--- config.mk ---
export PLATFORM = sky130hd
export DESIGN_NAME = multicycle_ctrl
export DESIGN_NICKNAME = d
export VERILOG_FILES = /design/src/rtl/cpu_ctrl_pkg.sv /design/src/rtl/instr_decode.sv /design/src/rtl/multicycle_ctrl.sv
export SDC_FILE = /design/constraint.sdc
export NUM_CORES = 1
export LEC_CHECK = 0
export CAP_MARGIN = 15
export CORE_MARGIN = 1.5
export CORE_UTILIZATION = 47
export CTS_CLUSTER_SIZE = 40
export DETAILED_ROUTE_END_ITERATION = 10
export PLACE_DENSITY = 0.85
export SYNTH_ARGS = -nofsm -noshare
export SYNTH_HDL_FRONTEND = slang
export SYNTH_SLANG_ARGS = --single-unit
--- constraint.sdc ---
create_clock -name clock -period 4.9 [get_ports clock]
set_input_delay 1.47 -clock clock [delete_from_list [all_inputs] [get_ports clock]]
set_output_delay 1.47 -clock clock [all_outputs]
set_load 0.005 [all_outputs]
--- src/rtl/cpu_ctrl_pkg.sv ---
// Shared encodings for the multi-cycle control unit: FSM states, opcode/ALUop
// constants, datapath mux selects, exception codes and the decoded-instruction bundle.
package cpu_ctrl_pkg;

  localparam int OP_W    = 5;
  localparam int ALUOP_W = 5;
  localparam int REG_W   = 5;
  localparam int CODE_W  = 32;

  localparam logic [REG_W-1:0] STATUS_REG = 5'd30;
  localparam logic [REG_W-1:0] LINK_REG   = 5'd31;

  typedef enum logic [2:0] {FETCH, DECODE, EXEC, MDWAIT, MEM, WB} state_t;

  localparam logic [OP_W-1:0] OP_R    = 5'b00000;
  localparam logic [OP_W-1:0] OP_J    = 5'b00001;
  localparam logic [OP_W-1:0] OP_BNE  = 5'b00010;
  localparam logic [OP_W-1:0] OP_JAL  = 5'b00011;
  localparam logic [OP_W-1:0] OP_JR   = 5'b00100;
  localparam logic [OP_W-1:0] OP_ADDI = 5'b00101;
  localparam logic [OP_W-1:0] OP_BLT  = 5'b00110;
  localparam logic [OP_W-1:0] OP_SW   = 5'b00111;
  localparam logic [OP_W-1:0] OP_LW   = 5'b01000;
  localparam logic [OP_W-1:0] OP_SETX = 5'b10101;
  localparam logic [OP_W-1:0] OP_BEX  = 5'b10110;

  localparam logic [ALUOP_W-1:0] ALU_ADD = 5'b00000;
  localparam logic [ALUOP_W-1:0] ALU_SUB = 5'b00001;
  localparam logic [ALUOP_W-1:0] ALU_AND = 5'b00010;
  localparam logic [ALUOP_W-1:0] ALU_OR  = 5'b00011;
  localparam logic [ALUOP_W-1:0] ALU_SLL = 5'b00100;
  localparam logic [ALUOP_W-1:0] ALU_SRA = 5'b00101;
  localparam logic [ALUOP_W-1:0] ALU_MUL = 5'b00110;
  localparam logic [ALUOP_W-1:0] ALU_DIV = 5'b00111;

  localparam logic [1:0] PC_SEQ    = 2'd0;
  localparam logic [1:0] PC_BRANCH = 2'd1;
  localparam logic [1:0] PC_TARGET = 2'd2;
  localparam logic [1:0] PC_REG    = 2'd3;

  localparam logic [1:0] WD_ALU    = 2'd0;
  localparam logic [1:0] WD_DMEM   = 2'd1;
  localparam logic [1:0] WD_LINK   = 2'd2;
  localparam logic [1:0] WD_STATUS = 2'd3;

  localparam logic [2:0] CODE_NONE    = 3'd0;
  localparam logic [2:0] CODE_ADD_OVF = 3'd1;
  localparam logic [2:0] CODE_ADDI_OVF = 3'd2;
  localparam logic [2:0] CODE_SUB_OVF = 3'd3;
  localparam logic [2:0] CODE_MUL_EXC = 3'd4;
  localparam logic [2:0] CODE_DIV_EXC = 3'd5;

  typedef struct packed {
    logic [ALUOP_W-1:0] alu_op;
    logic               uses_imm;
    logic               writes_rd;
    logic               ovf_type;
    logic [2:0]         ovf_code;
    logic               is_md;
    logic [2:0]         md_code;
    logic               is_lw;
    logic               is_sw;
    logic               is_j;
    logic               is_jal;
    logic               is_jr;
    logic               is_bne;
    logic               is_blt;
    logic               is_bex;
    logic               is_setx;
    logic [REG_W-1:0]   rd;
    logic [CODE_W-1:0]  target;
  } dec_t;

endpackage

--- src/rtl/instr_decode.sv ---
// Combinational instruction-class decode of the registered IR; unknown opcodes and
// unknown R-type ALUops leave every class flag clear, which the FSM treats as a NOP.
module instr_decode
  import cpu_ctrl_pkg::*;
(
  input  logic [31:0] ir,
  output dec_t        dec
);

  logic [OP_W-1:0]    op;
  logic [ALUOP_W-1:0] func;

  assign op   = ir[31:27];
  assign func = ir[6:2];

  always_comb begin
    // NOTE: the whole struct is defaulted first so no opcode path leaves a field unassigned (latch).
    dec        = '0;
    dec.rd     = ir[26:22];
    dec.target = {5'd0, ir[26:0]};
    case (op)
      OP_R: begin
        dec.alu_op = func;
        case (func)
          ALU_ADD: begin
            dec.writes_rd = 1'b1;
            dec.ovf_type  = 1'b1;
            dec.ovf_code  = CODE_ADD_OVF;
          end
          ALU_SUB: begin
            dec.writes_rd = 1'b1;
            dec.ovf_type  = 1'b1;
            dec.ovf_code  = CODE_SUB_OVF;
          end
          ALU_AND, ALU_OR, ALU_SLL, ALU_SRA: dec.writes_rd = 1'b1;
          ALU_MUL: begin
            dec.writes_rd = 1'b1;
            dec.is_md     = 1'b1;
            dec.md_code   = CODE_MUL_EXC;
          end
          ALU_DIV: begin
            dec.writes_rd = 1'b1;
            dec.is_md     = 1'b1;
            dec.md_code   = CODE_DIV_EXC;
          end
          default: ;
        endcase
      end
      OP_ADDI: begin
        dec.uses_imm  = 1'b1;
        dec.writes_rd = 1'b1;
        dec.ovf_type  = 1'b1;
        dec.ovf_code  = CODE_ADDI_OVF;
      end
      OP_LW: begin
        dec.uses_imm = 1'b1;
        dec.is_lw    = 1'b1;
      end
      OP_SW: begin
        dec.uses_imm = 1'b1;
        dec.is_sw    = 1'b1;
      end
      OP_BNE: begin
        dec.alu_op = ALU_SUB;
        dec.is_bne = 1'b1;
      end
      OP_BLT: begin
        dec.alu_op = ALU_SUB;
        dec.is_blt = 1'b1;
      end
      OP_J:    dec.is_j    = 1'b1;
      OP_JAL:  dec.is_jal  = 1'b1;
      OP_JR:   dec.is_jr   = 1'b1;
      OP_SETX: dec.is_setx = 1'b1;
      OP_BEX:  dec.is_bex  = 1'b1;
      default: ;
    endcase
  end

endmodule

--- src/rtl/multicycle_ctrl.sv ---
// Multi-cycle control FSM: sequences FETCH/DECODE/EXEC/MDWAIT/MEM/WB and decodes all
// datapath strobes from the state plus the registered instruction and latched flags.
module multicycle_ctrl
  import cpu_ctrl_pkg::*;
(
  input  logic                clock,
  input  logic                reset,
  input  logic [31:0]         instr,
  input  logic                alu_ovf,
  input  logic                alu_neq,
  input  logic                alu_lt,
  input  logic                status_nz,
  input  logic                md_rdy,
  input  logic                md_exc,
  output logic                ir_we,
  output logic                pc_we,
  output logic [1:0]          pc_sel,
  output logic [ALUOP_W-1:0]  alu_op,
  output logic                alu_inb,
  output logic                md_start,
  output logic                dm_we,
  output logic                rf_we,
  output logic [REG_W-1:0]    rf_wsel,
  output logic [1:0]          rf_wd_sel,
  output logic [CODE_W-1:0]   status_code,
  output logic                instr_done
);

  state_t      state, state_n;
  logic        run;
  logic [31:0] ir;
  logic        ovf_q, exc_q, taken_q;
  logic [2:0]  code;
  logic        wr_req;
  dec_t        dec;

  instr_decode u_decode (
    .ir  (ir),
    .dec (dec)
  );

  // run stays low for the first edge after reset so every output is 0 until FETCH begins.
  always_ff @(posedge clock or negedge reset) begin
    // NOTE: non-blocking assignments make every register sample pre-edge values.
    if (!reset) begin
      state <= FETCH;
      run   <= 1'b0;
    end else begin
      run <= 1'b1;
      if (run) state <= state_n;
    end
  end

  always_ff @(posedge clock or negedge reset) begin
    if (!reset) begin
      ir      <= '0;
      ovf_q   <= 1'b0;
      exc_q   <= 1'b0;
      taken_q <= 1'b0;
    end else begin
      if (ir_we) ir <= instr;
      if (state == EXEC) begin
        ovf_q   <= alu_ovf;
        exc_q   <= 1'b0;
        taken_q <= (dec.is_bne && alu_neq) || (dec.is_blt && alu_lt) ||
                   (dec.is_bex && status_nz);
      end
      if (state == MDWAIT && md_rdy) exc_q <= md_exc;
    end
  end

  always_comb begin
    state_n = state;
    case (state)
      FETCH:  state_n = DECODE;
      DECODE: state_n = EXEC;
      EXEC: begin
        if (dec.is_md)                   state_n = MDWAIT;
        else if (dec.is_lw || dec.is_sw) state_n = MEM;
        else                             state_n = WB;
      end
      MDWAIT: if (md_rdy) state_n = WB;
      MEM:    state_n = dec.is_sw ? FETCH : WB;
      WB:     state_n = FETCH;
      default: state_n = FETCH;
    endcase
  end

  always_comb begin
    ir_we       = 1'b0;
    pc_we       = 1'b0;
    pc_sel      = PC_SEQ;
    alu_op      = '0;
    alu_inb     = 1'b0;
    md_start    = 1'b0;
    dm_we       = 1'b0;
    rf_wsel     = '0;
    rf_wd_sel   = WD_ALU;
    status_code = '0;
    instr_done  = 1'b0;
    code        = CODE_NONE;
    wr_req      = 1'b0;
    if (run) begin
      if (state inside {EXEC, MDWAIT, MEM, WB}) begin
        alu_op  = dec.alu_op;
        alu_inb = dec.uses_imm;
      end
      case (state)
        FETCH: ir_we = 1'b1;
        EXEC:  md_start = dec.is_md;
        MEM: begin
          if (dec.is_sw) begin
            dm_we      = 1'b1;
            pc_we      = 1'b1;
            instr_done = 1'b1;
          end
        end
        WB: begin
          pc_we      = 1'b1;
          instr_done = 1'b1;
          if (dec.is_j || dec.is_jal)                   pc_sel = PC_TARGET;
          else if (dec.is_jr)                           pc_sel = PC_REG;
          else if (dec.is_bex && taken_q)               pc_sel = PC_TARGET;
          else if ((dec.is_bne || dec.is_blt) && taken_q) pc_sel = PC_BRANCH;

          // An exception code replaces the instruction's own rd write.
          if (dec.ovf_type && ovf_q)   code = dec.ovf_code;
          else if (dec.is_md && exc_q) code = dec.md_code;

          if (code != CODE_NONE) begin
            wr_req      = 1'b1;
            rf_wsel     = STATUS_REG;
            rf_wd_sel   = WD_STATUS;
            status_code = CODE_W'(code);
          end else if (dec.writes_rd) begin
            wr_req  = 1'b1;
            rf_wsel = dec.rd;
          end else if (dec.is_lw) begin
            wr_req    = 1'b1;
            rf_wsel   = dec.rd;
            rf_wd_sel = WD_DMEM;
          end else if (dec.is_jal) begin
            wr_req    = 1'b1;
            rf_wsel   = LINK_REG;
            rf_wd_sel = WD_LINK;
          end else if (dec.is_setx) begin
            wr_req      = 1'b1;
            rf_wsel     = STATUS_REG;
            rf_wd_sel   = WD_STATUS;
            status_code = dec.target;
          end
        end
        default: ;
      endcase
    end
    rf_we = wr_req && (rf_wsel != '0);
  end

endmodule

==> run_results.csv <==
group,metric,value,unit
clock_network,cts_buffers,5,
logic_synthesis,synth_top_area_share,40.9,%
finish,nets,355,
clock_network,cts_root_buf,"clkbuf_8",
clock_network,clk_latency,290,ps
power,power_density,431,nW/um^2
finish,design_area,3330,um^2
sta,layout_min_cycle_time,4140,ps
routing,drc,0,
routing,vias,2106,
setup_path,path_max_fanout,19,
floorplanning,start_util,49.5,%
sta,finalHoldViolCount,0,
logic_synthesis,avgSynthCellArea,9.98,um^2
routing,drt_iter0_markers,188,
finish,diodes,0,
sta,fin_worst_skew,4.29,ps
clock_network,cts_max_level,2,
place,dp_hpwl,4250,um
setup_path,start_kind,"register",
sta,worst_slew_pin_slew,883,ps
routing,ant_nets,0,
logic_synthesis,synth_area,2390,um^2
grt,gr-total-overflow,0,
clock_network,cts.clk_slew.worst_paths,80,ps
setup_path,critPathArrivalTime,2670,ps
clock_network,cts_setup_buffers,0,
setup_path,crit_type,"reg2out",
floorplanning,design.die.area,5510,um^2
logic_synthesis,async_flop_share,100,%
sta,clock.fmax,0.241,GHz
logic_synthesis,netlist_top_cells_area,"dfrtp_1 (41%), mux2_1 (14%), and3_1 (6.8%)",
finish,final_cells,383,
hold_path,hp-class,"reg2reg",
floorplanning,ioPinCount,93,
finish,area_delta_synth_final,39.5,%
sta,setup_tns,0,ps
finish,final_util,69.1,%
sta,slew-limit-headroom,41.1,%
sta,maxSlewViolCount,0,
grt,grt_usage,22.8,%
logic_synthesis,synth.distinct_cells,53,
place,gp_congestion,0.815,
grt,grt_pass1_wl,9630,um
setup_path,required,3430,ps
power,p_leak,0.00137,uW
floorplanning,die_x,74.3,um
power,total_power,1430,uW
floorplanning,die_h,74.3,um
clock_network,clock_sinks,39,
routing,drt_wl_total,5970,um
logic_synthesis,yosys_most_used_dff,"dfrtp_1",
logic_synthesis,yosysSeqAreaShare,40.9,%
finish,drive_above_1_share,7.59,%
clock_network,cts_tree,"yes",
clock_network,cts_max_path_buffers,2,
run_status,outcome,"finished, final reports clean",
logic_synthesis,ys_warn_count,0,
logic_synthesis,syn_inst,239,
routing,avgViaCountPerCell,5.50,
sta,final-setup-viol-count,0,
setup_path,ff2ff_setup_slack,2910,ps
floorplanning,rows,25,
grt,grt_max_degree,40,
grt,grt_pass1_vias,2010,
logic_synthesis,ys_ff_latch,39,
logic_synthesis,yosys.area.top_type,"dfrtp_1",
flow_run,cap_violations,0,
power,peakVddDrop,0.262,mV
sta,period_share,84.6,%
place,port_buffers,87,
logic_synthesis,synth_edf_count,0,
grt,antenna_found_initial,0,
sta,rsz0062_at_grt,"false",
setup_path,end_kind,"output pin",
floorplanning,core_area,4820,um^2
place,placed_cells,375,
clock_network,ctsResizeCount,0,
clock_network,hold_buffers,0,
routing,first_pass_iters,4,
routing,routedWlPerCell,15.6,um
place,place_area,3240,um^2
per-layer routing:
metal  track usage (%)  share of wire (%)  up-vias
met5                 0                  0        -
met4              7.47               0.92        0
met3              9.35                 10        6
met2              33.2                 46       87
met1              31.1                 43     1006
li1                  -                  -     1007
placed cells by master (no fill, tap or decap), types with 6 or more instances in the layout:
master	instances
a21oi_1	9
nor2_1	10
dfrtp_1	39
conb_1	6
nand2_1	10
o21ai_0	6
nor3_1	7
mux2_1	30
and3_1	26
clkdlybuf4s50_1	86
o21a_1	6
flip-flops by register name (all words and copies together) (netlist names):
| register | count |
|---|---|
| ir | 32 |
| state | 3 |
| exc_q | 1 |
| ovf_q | 1 |
| run | 1 |
| taken_q | 1 |
power breakdown:
group	internal, uW	leakage [uW]	total [uW]	switching [uW]
logic	280	0.000860	521	241
clock network	102	0.0000443	223	121
registers	480	0.000467	690	210
critical path, stage by stage (launching register included):
cell and delay (ps):
dfrtp_1 590, and3b_4 310, a22o_1 280, a2111oi_1 520, a41oi_1 210, clkdlybuf4s50_1 480
worst paths after layout:
kind	start	endpoint	cells after the start
worst max-delay path	ir[29]$_DFFE_PN0P_	rf_we	5
max in group asynchronous	reset	ir[18]$_DFFE_PN0P_	1
worst min register to register	ir[14]$_DFFE_PN0P_	ir[14]$_DFFE_PN0P_	1
worst max register to register	ir[29]$_DFFE_PN0P_	state[2]$_DFFE_PN0P_	4
worst min-delay path	ir[14]$_DFFE_PN0P_	ir[14]$_DFFE_PN0P_	1
min in group asynchronous	reset	ir[29]$_DFFE_PN0P_	1
cell type report:
type	instances	area (um^2)
inverters	5	18.8
repair buffers	90	888
well taps	67	83.8
fillers	384	1490
multi-input cells	174	1270
clock inverters	3	25.0
flip-flops and latches	39	976
clock buffers	5	68.8
synth_stat cells, types with 6 or more instances:
cell      number
clkbuf_1       9
dfrtp_1       39
a21oi_1        9
nor3_1         7
buf_4          9
mux2_1        30
o21a_1         6
buf_2          6
nand2_1       10
o21ai_0        6
and3_1        26
nor2_1        10
metrics by stage:
step | hold WS, ps | setup slack [ps]
after floorplan | 449 | 1860
after global placement | 458 | 1130
after detailed placement | 466 | 1090
after CTS | 486 | 749
after global routing | 493 | 587
final | 481 | 756
cell families after synthesis:
kind of cell           count (synthesis)  share of synthesized area [%]
muxes                                 34                           15.9
and+or+nand+nor                       93                           24.1
buffers and inverters                 30                           6.76
DFF                                   39                           40.9
AOI/OAI and AO/OA                     41                           12.0
other                                  2                          0.315
Note: power is estimated with default switching activity, not from simulation.
